===== src/rtl/mem_stage.sv =====
// mem_stage -- memory-access pipeline stage.
//
// Registers the execute-to-memory bus, turns it into a bubble or holds it
// under stall control, and aligns/extends load data returned by the
// synchronous data SRAM. The register-file write and the HI/LO write are
// forwarded to write-back, and the same values are exposed to decode for
// forwarding.
//
// Ports:
//   clk              clock
//   rst              synchronous reset, active-high
//   stall[5:0]       pipeline stall vector; stall[3] holds this stage's input,
//                    stall[4] holds the write-back stage's input
//   ex_to_mem_bus    {mem_op[2:0], hilo_we, hilo_result[63:0], pc[31:0],
//                     data_ram_en, data_ram_wen[3:0], sel_rf_res, rf_we,
//                     rf_waddr[4:0], ex_result[31:0]}
//   data_sram_rdata  SRAM read data for the op currently held in bus_r
//   mem_to_wb_bus    {hilo_we, hilo_wdata[63:0], pc[31:0], rf_we,
//                     rf_waddr[4:0], rf_wdata[31:0]}
//   mem_to_id_bus    {hilo_we, hilo_wdata[63:0], rf_we, rf_waddr[4:0],
//                     rf_wdata[31:0]}
//   mem_is_load      registered op is a load (data_ram_en=1, data_ram_wen=0)
//
// Stall semantics: there is no valid/ready handshake here. When stall[3] is
// set and stall[4] is clear, this stage cannot accept new input but write-back
// can, so a bubble (all zeros, every write enable 0) is loaded. When both are
// set the register holds. Without stall[3] the register takes the new input.
// The SRAM is not stalled by this block; upstream keeps the address steady.

module mem_stage #(
    parameter int IN_WD  = 144,
    parameter int WB_WD  = 135,
    parameter int FWD_WD = 103
) (
    input  logic              clk,
    input  logic              rst,
    input  logic [5:0]        stall,
    input  logic [IN_WD-1:0]  ex_to_mem_bus,
    input  logic [31:0]       data_sram_rdata,
    output logic [WB_WD-1:0]  mem_to_wb_bus,
    output logic [FWD_WD-1:0] mem_to_id_bus,
    output logic              mem_is_load
);

    localparam logic [2:0] OP_LW  = 3'b000;
    localparam logic [2:0] OP_LB  = 3'b001;
    localparam logic [2:0] OP_LBU = 3'b010;
    localparam logic [2:0] OP_LH  = 3'b011;
    localparam logic [2:0] OP_LHU = 3'b100;

    logic [IN_WD-1:0] bus_r;

    always_ff @(posedge clk) begin
        if (rst) begin
            bus_r <= '0;
        end else if (stall[3] && !stall[4]) begin
            bus_r <= '0;
        end else if (!stall[3]) begin
            bus_r <= ex_to_mem_bus;
        end
    end

    // Field decode of the registered bus
    logic [2:0]  mem_op;
    logic        hilo_we;
    logic [63:0] hilo_result;
    logic [31:0] pc;
    logic        data_ram_en;
    logic [3:0]  data_ram_wen;
    logic        sel_rf_res;
    logic        rf_we;
    logic [4:0]  rf_waddr;
    logic [31:0] ex_result;

    assign mem_op       = bus_r[143:141];
    assign hilo_we      = bus_r[140];
    assign hilo_result  = bus_r[139:76];
    assign pc           = bus_r[75:44];
    assign data_ram_en  = bus_r[43];
    assign data_ram_wen = bus_r[42:39];
    assign sel_rf_res   = bus_r[38];
    assign rf_we        = bus_r[37];
    assign rf_waddr     = bus_r[36:32];
    assign ex_result    = bus_r[31:0];

    // Little-endian lane select; for halves addr[0] is ignored and
    // misalignment is deliberately not trapped.
    logic [1:0]  addr;
    logic [7:0]  byte_sel;
    logic [15:0] half_sel;
    logic [31:0] load_data;

    assign addr = ex_result[1:0];

    always_comb begin
        byte_sel = data_sram_rdata[7:0];
        case (addr)
            2'd0: byte_sel = data_sram_rdata[7:0];
            2'd1: byte_sel = data_sram_rdata[15:8];
            2'd2: byte_sel = data_sram_rdata[23:16];
            2'd3: byte_sel = data_sram_rdata[31:24];
            default: byte_sel = data_sram_rdata[7:0];
        endcase
        half_sel = addr[1] ? data_sram_rdata[31:16] : data_sram_rdata[15:0];
    end

    // Encodings 101..111 fall through to a full-word load.
    always_comb begin
        load_data = data_sram_rdata;
        case (mem_op)
            OP_LW:   load_data = data_sram_rdata;
            OP_LB:   load_data = {{24{byte_sel[7]}}, byte_sel};
            OP_LBU:  load_data = {24'd0, byte_sel};
            OP_LH:   load_data = {{16{half_sel[15]}}, half_sel};
            OP_LHU:  load_data = {16'd0, half_sel};
            default: load_data = data_sram_rdata;
        endcase
    end

    logic [31:0] rf_wdata;
    assign rf_wdata = sel_rf_res ? load_data : ex_result;

    assign mem_is_load = data_ram_en && (data_ram_wen == 4'b0000);

    assign mem_to_wb_bus = {hilo_we, hilo_result, pc, rf_we, rf_waddr, rf_wdata};
    assign mem_to_id_bus = {hilo_we, hilo_result, rf_we, rf_waddr, rf_wdata};

    // Stall bits owned by other stages are not used here.
    logic unused_stall;
    assign unused_stall = ^{stall[5], stall[2:0]};

endmodule

===== config.mk =====
export PLATFORM = sky130hd
export DESIGN_NAME = mem_stage
export DESIGN_NICKNAME = d
export VERILOG_FILES = /design/src/rtl/mem_stage.sv
export SDC_FILE = /design/constraint.sdc
export NUM_CORES = 1
export LEC_CHECK = 0
export CORE_AREA = 2 2 163 165
export CTS_CLUSTER_DIAMETER = 40
export DETAILED_ROUTE_END_ITERATION = 8
export DIE_AREA = 0 0 165 167
export PLACE_DENSITY = 0.75
export SKIP_CTS_REPAIR_TIMING = 1
export SLEW_MARGIN = 15
export SYNTH_ARGS = -nofsm -noshare
export SYNTH_HDL_FRONTEND = slang
export SYNTH_SLANG_ARGS = --single-unit

===== constraint.sdc =====
create_clock -name clk -period 2.75 [get_ports clk]
set_input_delay 0.55 -clock clk [delete_from_list [all_inputs] [get_ports clk]]
set_output_delay 0.55 -clock clk [all_outputs]
set_load 0.01 [all_outputs]

# Yosys cells after proc, flatten, opt, wreduce, memory -nomap -nowiden
# Cells that the tools add are included.
# Widths: inputs -> output; s select.
# word_totals
ff_bits	144
output_inout_bits	239
# op_classes
muxes	4
reduce_logical	6
n_eq_ne	7
# ops
operator	n
$pmux 32 s4	1
$mux 32	1
$pmux 8 s4	1
$mux 16	1
$eq 3x2->1 const B	2
$eq 2x2->1 const B	2
$logic_not 4->1	1
$eq 3x1->1 const B	1
$eq 3x3->1 const B	1
$eq 2x1->1 const B	1
$logic_and 1x1->1	2
$logic_not 2->1	1
$reduce_or 2->1	1
$logic_not 1->1	1

# Logic depth before layout (Yosys ltp)
# Gate-level depths: netlist of the first run.
# logic_depth
depth_word	4
depth_mapped	8

# Worst setup path after synthesis of the first run
# OpenSTA, ideal clock, no wires.
# synth_timing
path_type	input-to-output
from	in data_sram_rdata[31]
to	out mem_to_wb_bus[10]
path_stages	5
arrival_time_ns	1.752
n_path_buf	1
required_ns	2.200
setup_slack_ns	0.448
path_cell_list	mux4_2 -> nand2b_4 -> a31oi_4 -> a221oi_2 -> buf_4
# synth_via
elab_chain_len	3
# synth_rtl
element	line	text
start: declaration	39	input logic [31:0] data_sram_rdata,
$pmux 8 s4	97	case (addr)
$pmux 32 s4	110	case (mem_op)
$mux 32	121	assign rf_wdata = sel_rf_res ? load_data : ex_result;
end: declaration	40	output logic [WB_WD-1:0] mem_to_wb_bus,
# No other way between the ends.

# Worst setup path after layout of the first run
# layout_timing
from	reg bus_r[143]
to	out mem_to_wb_bus[8]
# layout_via
elab_chain_len	3
elab_cells_between_ends	6
cone_classes	4 x eq/ne; 2 x mux
# layout_rtl
element	line	text
start: declaration	51	logic [IN_WD-1:0] bus_r;
start signal: assignment	59	bus_r <= ex_to_mem_bus;
$eq 3x3->1, or another cell as far along	110	
$pmux 32 s4 *	110	
$mux 32 *	121	
# Mark *: on every way between the ends. The rest lies on a longest branch, timed or not.

==> impl_metrics.yaml, run 1 <==
grt:
  grt_antenna_before_repair: 0
  grt_pass1_vias: 6649
  grt_start_max_net_pins: 75
  grt_use_met2: 0.303
  use_met1: 0.214
  grtUsageTotal: 0.176
  top_usage_layer: "met2"
  grt.overflow.total: 0
  grt_pass1_wl_mm: 37.5
  grt_util_met3: 0.0426
timing:
  period_share: 1.00
  hold_viol_final: 0
  rsz0062_at_grt: "yes"
  fin_crit_ns: 2.76
  tightest_slew_ns: 0.486
  slew_headroom: 0.676
  setup_viol: 2
  layout_setup_ws_ns: -0.00743
  skew_ns: 0
  final-max-slew-violation-count: 0
  max_freq_mhz: 363
  whs_ns: 0.496
routing:
  ant_nets: 0
  vias: 6723
  avgViaCountPerCell: 4.56
  drc_errors: 0
  drtIter0Drc: 357
  wl_per_cell_um: 17.2
  wirelength_mm: 25.4
  drt_pass1_iterations: 5
yosys:
  syn_nets: 1061
  yosys.area.top_type_share: 0.362
  synth_edf_count: 0
  netlist_area_um2: 7960
  yosysUniqueCellTypes: 51
  ys.flop_type: "dfxtp_1"
  netlist_instances: 877
  ys_top_cells_by_area: "dfxtp_1, buf_4, mux2i_1"
  ys_seq_area_frac: 0.362
  yosysWarnings: 0
  synth-async-reset-ratio: 0
  synth_top_area_cell: "dfxtp_1"
  syn_area_per_cell_um2: 9.08
  synth_seq_cells: 144
clock_network:
  clk_latency_ns: 0.42
  clk_pin_slew_ns: 0.08
  root_buffer: "clkbuf_16"
  cts_tree: "built"
  numCtsBuffers: 17
  cts_buffer_depth: 2
  h-tree-depth: 4
  cts_sinks: 144
place:
  dpl.hpwl_mm: 19.2
  port_buffers: 418
  place_congestion: 0.911
  place_area_um2: 11300
  pre_cts_ws_ns: -0.501
final_layout:
  largest_register: "bus_r"
  final_cell_mix: "clkdlybuf4s50_1, nor2_1, mux2i_1"
  utilization: 0.467
  final_area_um2: 12000
  fillers: 2373
  syn2layout_area_growth_pct: 51.3
  largestRegisters: "bus_r (144)"
  largest_register_ffs: 144
  final_common_cell: "clkdlybuf4s50_1"
  antenna_cells: 0
  layout-drive-gt1-share: 0.155
  nets: 1311
setup_path:
  r2r-end: "bus_r[38]"
  worst_setup_path_end_kind: "output port"
  crit_start: "bus_r[143]"
  endpoint: "mem_to_wb_bus[8]"
  cp-start-kind: "register"
  crit_arrival_ns: 2.21
  path_class: "register to output port"
  r2r_slack_ns: 1.87
  worstPathMaxFanout: 5
  cp.required_ns: 2.20
  r2r_cells: 3
  timing.rr.start: "bus_r[38]"
power_and_ir_drop:
  total_power_mw: 6.13
  leakage_nw: 5.53
  p_per_area_nw_per_um2: 509
  peakVddDrop_v: 0.000306
floorplan:
  die_w_um: 165
  rows: 59
  initial_core_util: 0.309
  die_h_um: 167
  die_area_um2: 27600
  io_pins: 423
  core_um2: 25800
status:
  status: "complete, but fails checks"
  failed_checks: "setup timing"
flow_run:
  cap_violations: 0
min_path:
  min_path_type: "register to register"
## how the worst min path moves through the flow
stage                         start   endpoint  slack (ns)  cells after the start
final                     bus_r[43]  bus_r[43]        0.50                      2
after global routing      bus_r[64]  bus_r[64]        0.52                      2
after CTS                 bus_r[43]  bus_r[43]        0.50                      2
after detailed placement  bus_r[43]  bus_r[43]        0.48                      2
after global placement    bus_r[43]  bus_r[43]        0.47                      2
after floorplan           bus_r[43]  bus_r[43]        0.45                      2
## worst max-delay path, stage by stage, from the launching register on
cell and delay (ns):
dfxtp_4 0.37, buf_4 0.14, and2b_2 0.27, nand2b_4 0.09, a31oi_4 0.09, buf_4 0.15, buf_4 0.14, a221oi_2 0.33
dlymetal6s2s_1 0.21
## power by group
group / switching, mW / total (mW) / leakage [nW] / internal [mW]
logic: 0.600 / 1.41 / 4.05 / 0.807
registers: 0.0838 / 2.27 / 1.18 / 2.19
clock network: 1.05 / 2.45 / 0.294 / 1.40
## through the flow
step           setup TNS [ns]  cells
2_1_floorplan               0    877
3_3_place_gp           -20.16   1430
3_5_place_dp           -20.23   1430
4_1_cts                -26.05   1462
5_1_grt                -0.985   1475
6_report              -0.0137   1475
## layout make-up
cell class | count | area [um^2] | area share
clock buffer | 18 | 439 | 0.0365
clock inverter | 14 | 170 | 0.0141
inverter | 12 | 53.8 | 0.00447
multi-input combinational | 464 | 3300 | 0.274
sequential | 144 | 2900 | 0.241
tap | 335 | 419 | 0.0348
timing repair buffer | 488 | 4760 | 0.395
## synthesized netlist by cell type (3+ instances only)
cell / n
o22ai_1: 3
a21oi_1: 17
nand3_1: 3
clkbuf_1: 14
dfxtp_1: 144
o311ai_1: 4
o32a_1: 3
mux2i_1: 144
buf_4: 209
mux2_2: 6
o22a_1: 6
o211a_1: 5
a22oi_1: 8
a32oi_1: 3
nor3b_1: 3
inv_1: 11
nor2_1: 178
o32ai_1: 6
a221oi_2: 6
nand2_1: 41
buf_2: 27
## layer usage
metal / part of all wire / routed length, um
met4: 0.018 / 461
met5: 0 / 0
met2: 0.49 / 12500
met3: 0.074 / 1880
met1: 0.41 / 10500
## kinds of logic (layout without fill, tap and decap cells)
logic type	count (synthesis)	count (layout)	share of synthesized area
compound gates	72	72	0.0786
xor+xnor	3	3	0.00519
buf+inv	269	532	0.236
flops	144	144	0.362
mux	153	153	0.199
simple gates	236	236	0.119
Note: power is estimated with default switching activity, not from simulation.
==> run 2, diff against run 1 <==
--- a/config.mk
+++ b/config.mk
@@ -11,6 +11,7 @@
 export DIE_AREA = 0 0 165 167
 export PLACE_DENSITY = 0.75
 export SKIP_CTS_REPAIR_TIMING = 1
+export SKIP_LAST_GASP = 1
 export SLEW_MARGIN = 15
 export SYNTH_ARGS = -nofsm -noshare
 export SYNTH_HDL_FRONTEND = slang
==> impl_metrics.yaml, run 2 (same netlist as run 1, synthesis figures left out) <==
clock_network:
  cts_tree: "built"
  cts_buffer_depth: 2
  numCtsBuffers: 17
  cts_sinks: 144
  clk_pin_slew_ns: 0.07
  h-tree-depth: 4
  root_buffer: "clkbuf_16"
  clk_latency_ns: 0.42
floorplan:
  die_area_um2: 27600
  io_pins: 423
  core_um2: 25800
  rows: 59
  die_w_um: 165
  die_h_um: 167
  initial_core_util: 0.309
grt:
  grt_antenna_before_repair: 0
  grt_start_max_net_pins: 75
  grt_pass1_vias: 6649
  grtUsageTotal: 0.176
  grt.overflow.total: 0
  grt_pass1_wl_mm: 37.5
status:
  status: "complete, but fails checks"
  failed_checks: "setup timing"
setup_path:
  r2r_slack_ns: 1.87
  cp-start-kind: "register"
  crit_arrival_ns: 2.23
  worst_setup_path_end_kind: "output port"
  slowest_stage: "dfxtp_4"
  cp_cell_sequence: "buf_12, buf_4, inv_6, a21oi_4, buf_4, buf_4, o32ai_1, o22a_1, dlymetal6s2s_1"
  crit_top_cell: "buf_4"
  worstPathMaxFanout: 19
  max_stage_delay_ns: 0.37
  cp.required_ns: 2.20
  path_class: "register to output port"
routing:
  drc_errors: 0
  met2WireLength_mm: 12.5
  drt_pass1_iterations: 5
  wl_per_cell_um: 17.2
  top_layer: "met4"
  drtIter0Drc: 347
  wirelength_mm: 25.3
  met1_length_mm: 10.5
  wl_met3_mm: 1.91
  ant_nets: 0
  avgViaCountPerCell: 4.57
  vias: 6736
final_layout:
  syn2layout_area_growth_pct: 52.9
  final_common_cell: "clkdlybuf4s50_1"
  largestRegisters: "bus_r (144)"
  antenna_cells: 0
  largest_register: "bus_r"
  largest_register_ffs: 144
  final_cell_mix: "clkdlybuf4s50_1, nor2_1, mux2i_1"
  final_area_um2: 12200
  layout-drive-gt1-share: 0.135
  nets: 1311
timing:
  period_share: 1.01
  tightest_slew_ns: 0.484
  slew_headroom: 0.677
  whs_ns: 0.495
  hold_viol_final: 0
  layout_setup_ws_ns: -0.0281
  max_freq_mhz: 360
  final-max-slew-violation-count: 0
  fin_crit_ns: 2.78
  rsz0062_at_grt: "yes"
  setup_viol: 10
  skew_ns: 0
place:
  port_buffers: 418
  place_congestion: 0.911
  place_area_um2: 11300
  dpl.hpwl_mm: 19.2
power_and_ir_drop:
  p_per_area_nw_per_um2: 504
  peakVddDrop_v: 0.000306
  leakage_nw: 5.83
flow_run:
  cap_violations: 0
min_path:
  min_path_type: "register to register"
[run 2: changes by cell type in the layout (fill, tap and decap cells not counted)]
cell,before,now
buf_4,59,61
a221oi_2,4,5
clkbuf_2,21,6
dlymetal6s2s_1,38,60
buf_2,11,4
dfxtp_4,4,3
a221oi_4,2,1
buf_6,3,1
o32ai_4,1,0
o32ai_1,4,5
dfxtp_2,2,3
[run 2: area by class of cell]
type                       count  area [um^2]
timing repair buffer         488         4920
fill                        2344        13600
sequential                   144         2900
clock inverter                14          170
inverter                      12         53.8
multi-input combinational    464         3270
tap                          335          419
clock buffer                  18          439
[run 2: path summary, 6_finish.rpt]
kind	from	end	cells past startpoint
max reg2reg	bus_r[38]	bus_r[38]	3
min reg2reg	bus_r[43]	bus_r[43]	2
min	bus_r[43]	bus_r[43]	2
max	bus_r[1]	mem_to_id_bus[5]	9
[run 2: power by group]
group / internal [mW] / switching (mW)
clock: 1.40 / 1.04
combinational: 0.824 / 0.595
sequential: 2.19 / 0.0836
total: 4.41 / 1.72
[run 2: worst max-delay path, delay by kind of cell (launching register included)]
family,cells,cell delay (ns)
buf+inv,6,0.86
compound gates,3,0.57
flops,1,0.37
[run 2: layer usage]
layer | global-route usage | up-vias
met5 | 0 | -
met2 | 0.303 | 326
met3 | 0.0426 | 25
li1 | - | 3224
met4 | 0.0575 | 0
met1 | 0.214 | 3161
[run 2: per-stage QoR]
stage | power [mW] | instances | TNS, ns | util | worst slack (ns)
2_1_floorplan | 3.09 | 877 | 0 | - | 0.448
6_report | 6.13 | 1475 | -0.0696 | 0.472 | -0.0281
3_3_place_gp | 3.73 | 1430 | -20.16 | 0.437 | -0.518
4_1_cts | 6.24 | 1462 | -26.05 | 0.461 | -0.537
5_1_grt | 6.40 | 1475 | -2.17 | 0.472 | -0.105
3_5_place_dp | 3.75 | 1430 | -20.23 | 0.437 | -0.501
==> run 3, diff against run 2 <==
--- a/config.mk
+++ b/config.mk
@@ -5,10 +5,12 @@
 export SDC_FILE = /design/constraint.sdc
 export NUM_CORES = 1
 export LEC_CHECK = 0
+export CAP_MARGIN = 25
 export CORE_AREA = 2 2 163 165
 export CTS_CLUSTER_DIAMETER = 40
 export DETAILED_ROUTE_END_ITERATION = 8
 export DIE_AREA = 0 0 165 167
+export GPL_TIMING_DRIVEN = 0
 export PLACE_DENSITY = 0.75
 export SKIP_CTS_REPAIR_TIMING = 1
 export SKIP_LAST_GASP = 1
==> impl_metrics.yaml, run 3 (same netlist as run 1, synthesis figures left out) <==
routing:
  avgViaCountPerCell: 4.50
  drt_pass1_iterations: 5
  ant_nets: 0
  vias: 7617
  drc_errors: 0
  drtIter0Drc: 388
  wl_per_cell_um: 17.1
  wirelength_mm: 29.0
status:
  status: "complete, but fails checks"
  failed_checks: "setup timing"
power_and_ir_drop:
  leakage_nw: 6.82
  peakVddDrop_v: 0.000325
  p_per_area_nw_per_um2: 461
  total_power_mw: 6.41
floorplan:
  io_pins: 423
  initial_core_util: 0.309
  rows: 59
  die_w_um: 165
  core_um2: 25800
  die_area_um2: 27600
  die_h_um: 167
timing:
  period_share: 1.10
  finalSetupTns_ns: -2.61
  tightest_slew_ns: 0.835
  final-max-slew-violation-count: 0
  rsz0062_at_grt: "yes"
  max_freq_mhz: 330
  fin_crit_ns: 3.03
  skew_ns: 0
  layout_setup_ws_ns: -0.281
  slew_headroom: 0.443
  setup_viol: 21
  hold_viol_final: 0
final_layout:
  largest_register: "bus_r"
  finalNonFillerCells: 1694
  final_cell_mix: "clkdlybuf4s50_1, buf_4, nor2_1"
  nets: 1529
  largestRegisters: "bus_r (144)"
  largest_register_ffs: 144
  syn2layout_area_growth_pct: 74.9
  layout-drive-gt1-share: 0.287
  multi_input_area_um2: 3500
  final_common_cell: "clkdlybuf4s50_1"
  final_area_um2: 13900
  seq_area_um2: 2890
  fillers: 2297
clock_network:
  cts_sinks: 144
  root_buffer: "clkbuf_16"
  clk_latency_ns: 0.42
  h-tree-depth: 4
  cts_tree: "built"
  clk_pin_slew_ns: 0.07
  numCtsBuffers: 17
  cts_buffer_depth: 2
setup_path:
  max_stage_delay_ns: 0.51
  worst_setup_path_end_kind: "output port"
  timing.rr.start: "bus_r[38]"
  r2r-end: "bus_r[38]"
  cp.required_ns: 2.20
  cp_cell_sequence: "buf_12, nor2_4, xnor2_4, buf_6, nand2_1, a21oi_4, buf_4, clkdlybuf4s50_1"
  cp-start-kind: "register"
  crit_arrival_ns: 2.48
  r2r_slack_ns: 1.25
  r2r_cells: 4
  path_class: "register to output port"
  worstPathMaxFanout: 10
  slowest_stage: "clkdlybuf4s50_1"
flow_run:
  cap_violations: 0
grt:
  grt.overflow.total: 0
  grt_pass1_vias: 7236
  grt_pass1_wl_mm: 41.1
  grtUsageTotal: 0.194
  grt_start_max_net_pins: 17
  grt_antenna_before_repair: 1
place:
  place_area_um2: 12600
  place_congestion: 0.904
  dpl.hpwl_mm: 22.3
  port_buffers: 417
  dp_cells: 1629
min_path:
  min_path_type: "register to register"
  hold_path_startpoint: "bus_r[67]"
  min_path_cells: 2
  worstHoldEndpoint: "bus_r[67]"
run 3: layer usage:
layer	vias to the layer above	global-route usage	wire (um)
met5	-	0	0
met4	0	0.0544	655
met3	47	0.0528	2420
met2	338	0.342	14600
met1	3569	0.229	11300
li1	3663	-	-
run 3: cell type report:
class / count / share of cell area
repair buffers: 451 / 0.329
multi-input cells: 464 / 0.251
flip-flops and latches: 144 / 0.208
plain buffers: 255 / 0.134
clock buffers: 18 / 0.0308
well taps: 335 / 0.0301
clock inverters: 14 / 0.0123
inverters: 12 / 0.00386
diodes: 1 / 0.000180
run 3: worst max-delay path by stage:
stage / startpoint / endpoint / slack (ns) / depth (start not counted)
final: bus_r[142] / mem_to_wb_bus[21] / -0.28 / 8
after detailed placement: data_sram_rdata[23] / mem_to_wb_bus[24] / -0.97 / 7
after floorplan: data_sram_rdata[31] / mem_to_wb_bus[10] / 0.45 / 5
after global placement: data_sram_rdata[23] / mem_to_wb_bus[24] / -0.98 / 7
after CTS: data_sram_rdata[23] / mem_to_wb_bus[24] / -0.96 / 7
after global routing: bus_r[142] / mem_to_wb_bus[21] / -0.39 / 8
run 3: power breakdown:
| part | internal [mW] | switching, mW |
|---|---|---|
| clock | 1.38 | 1.03 |
| sequential | 2.19 | 0.0766 |
| combinational | 1.04 | 0.703 |
run 3: metrics by stage:
step                hold slack, ns   util  setup WS (ns)
floorplan                    0.455      -          0.448
global placement             0.469  0.487         -0.976
detailed placement           0.485  0.487         -0.974
CTS                          0.501  0.511         -0.962
global route                 0.519  0.540         -0.388
finish                       0.492  0.540         -0.281
run 3: worst max-delay path, delay by kind of cell, from the launching register on:
family	cells	cell delay [ns]
xor gates and xnor gates	1	0.20
buffers and inverters	4	0.96
and+or+nand+nor	2	0.32
DFF	1	0.37
AOI/OAI and AO/OA	1	0.20
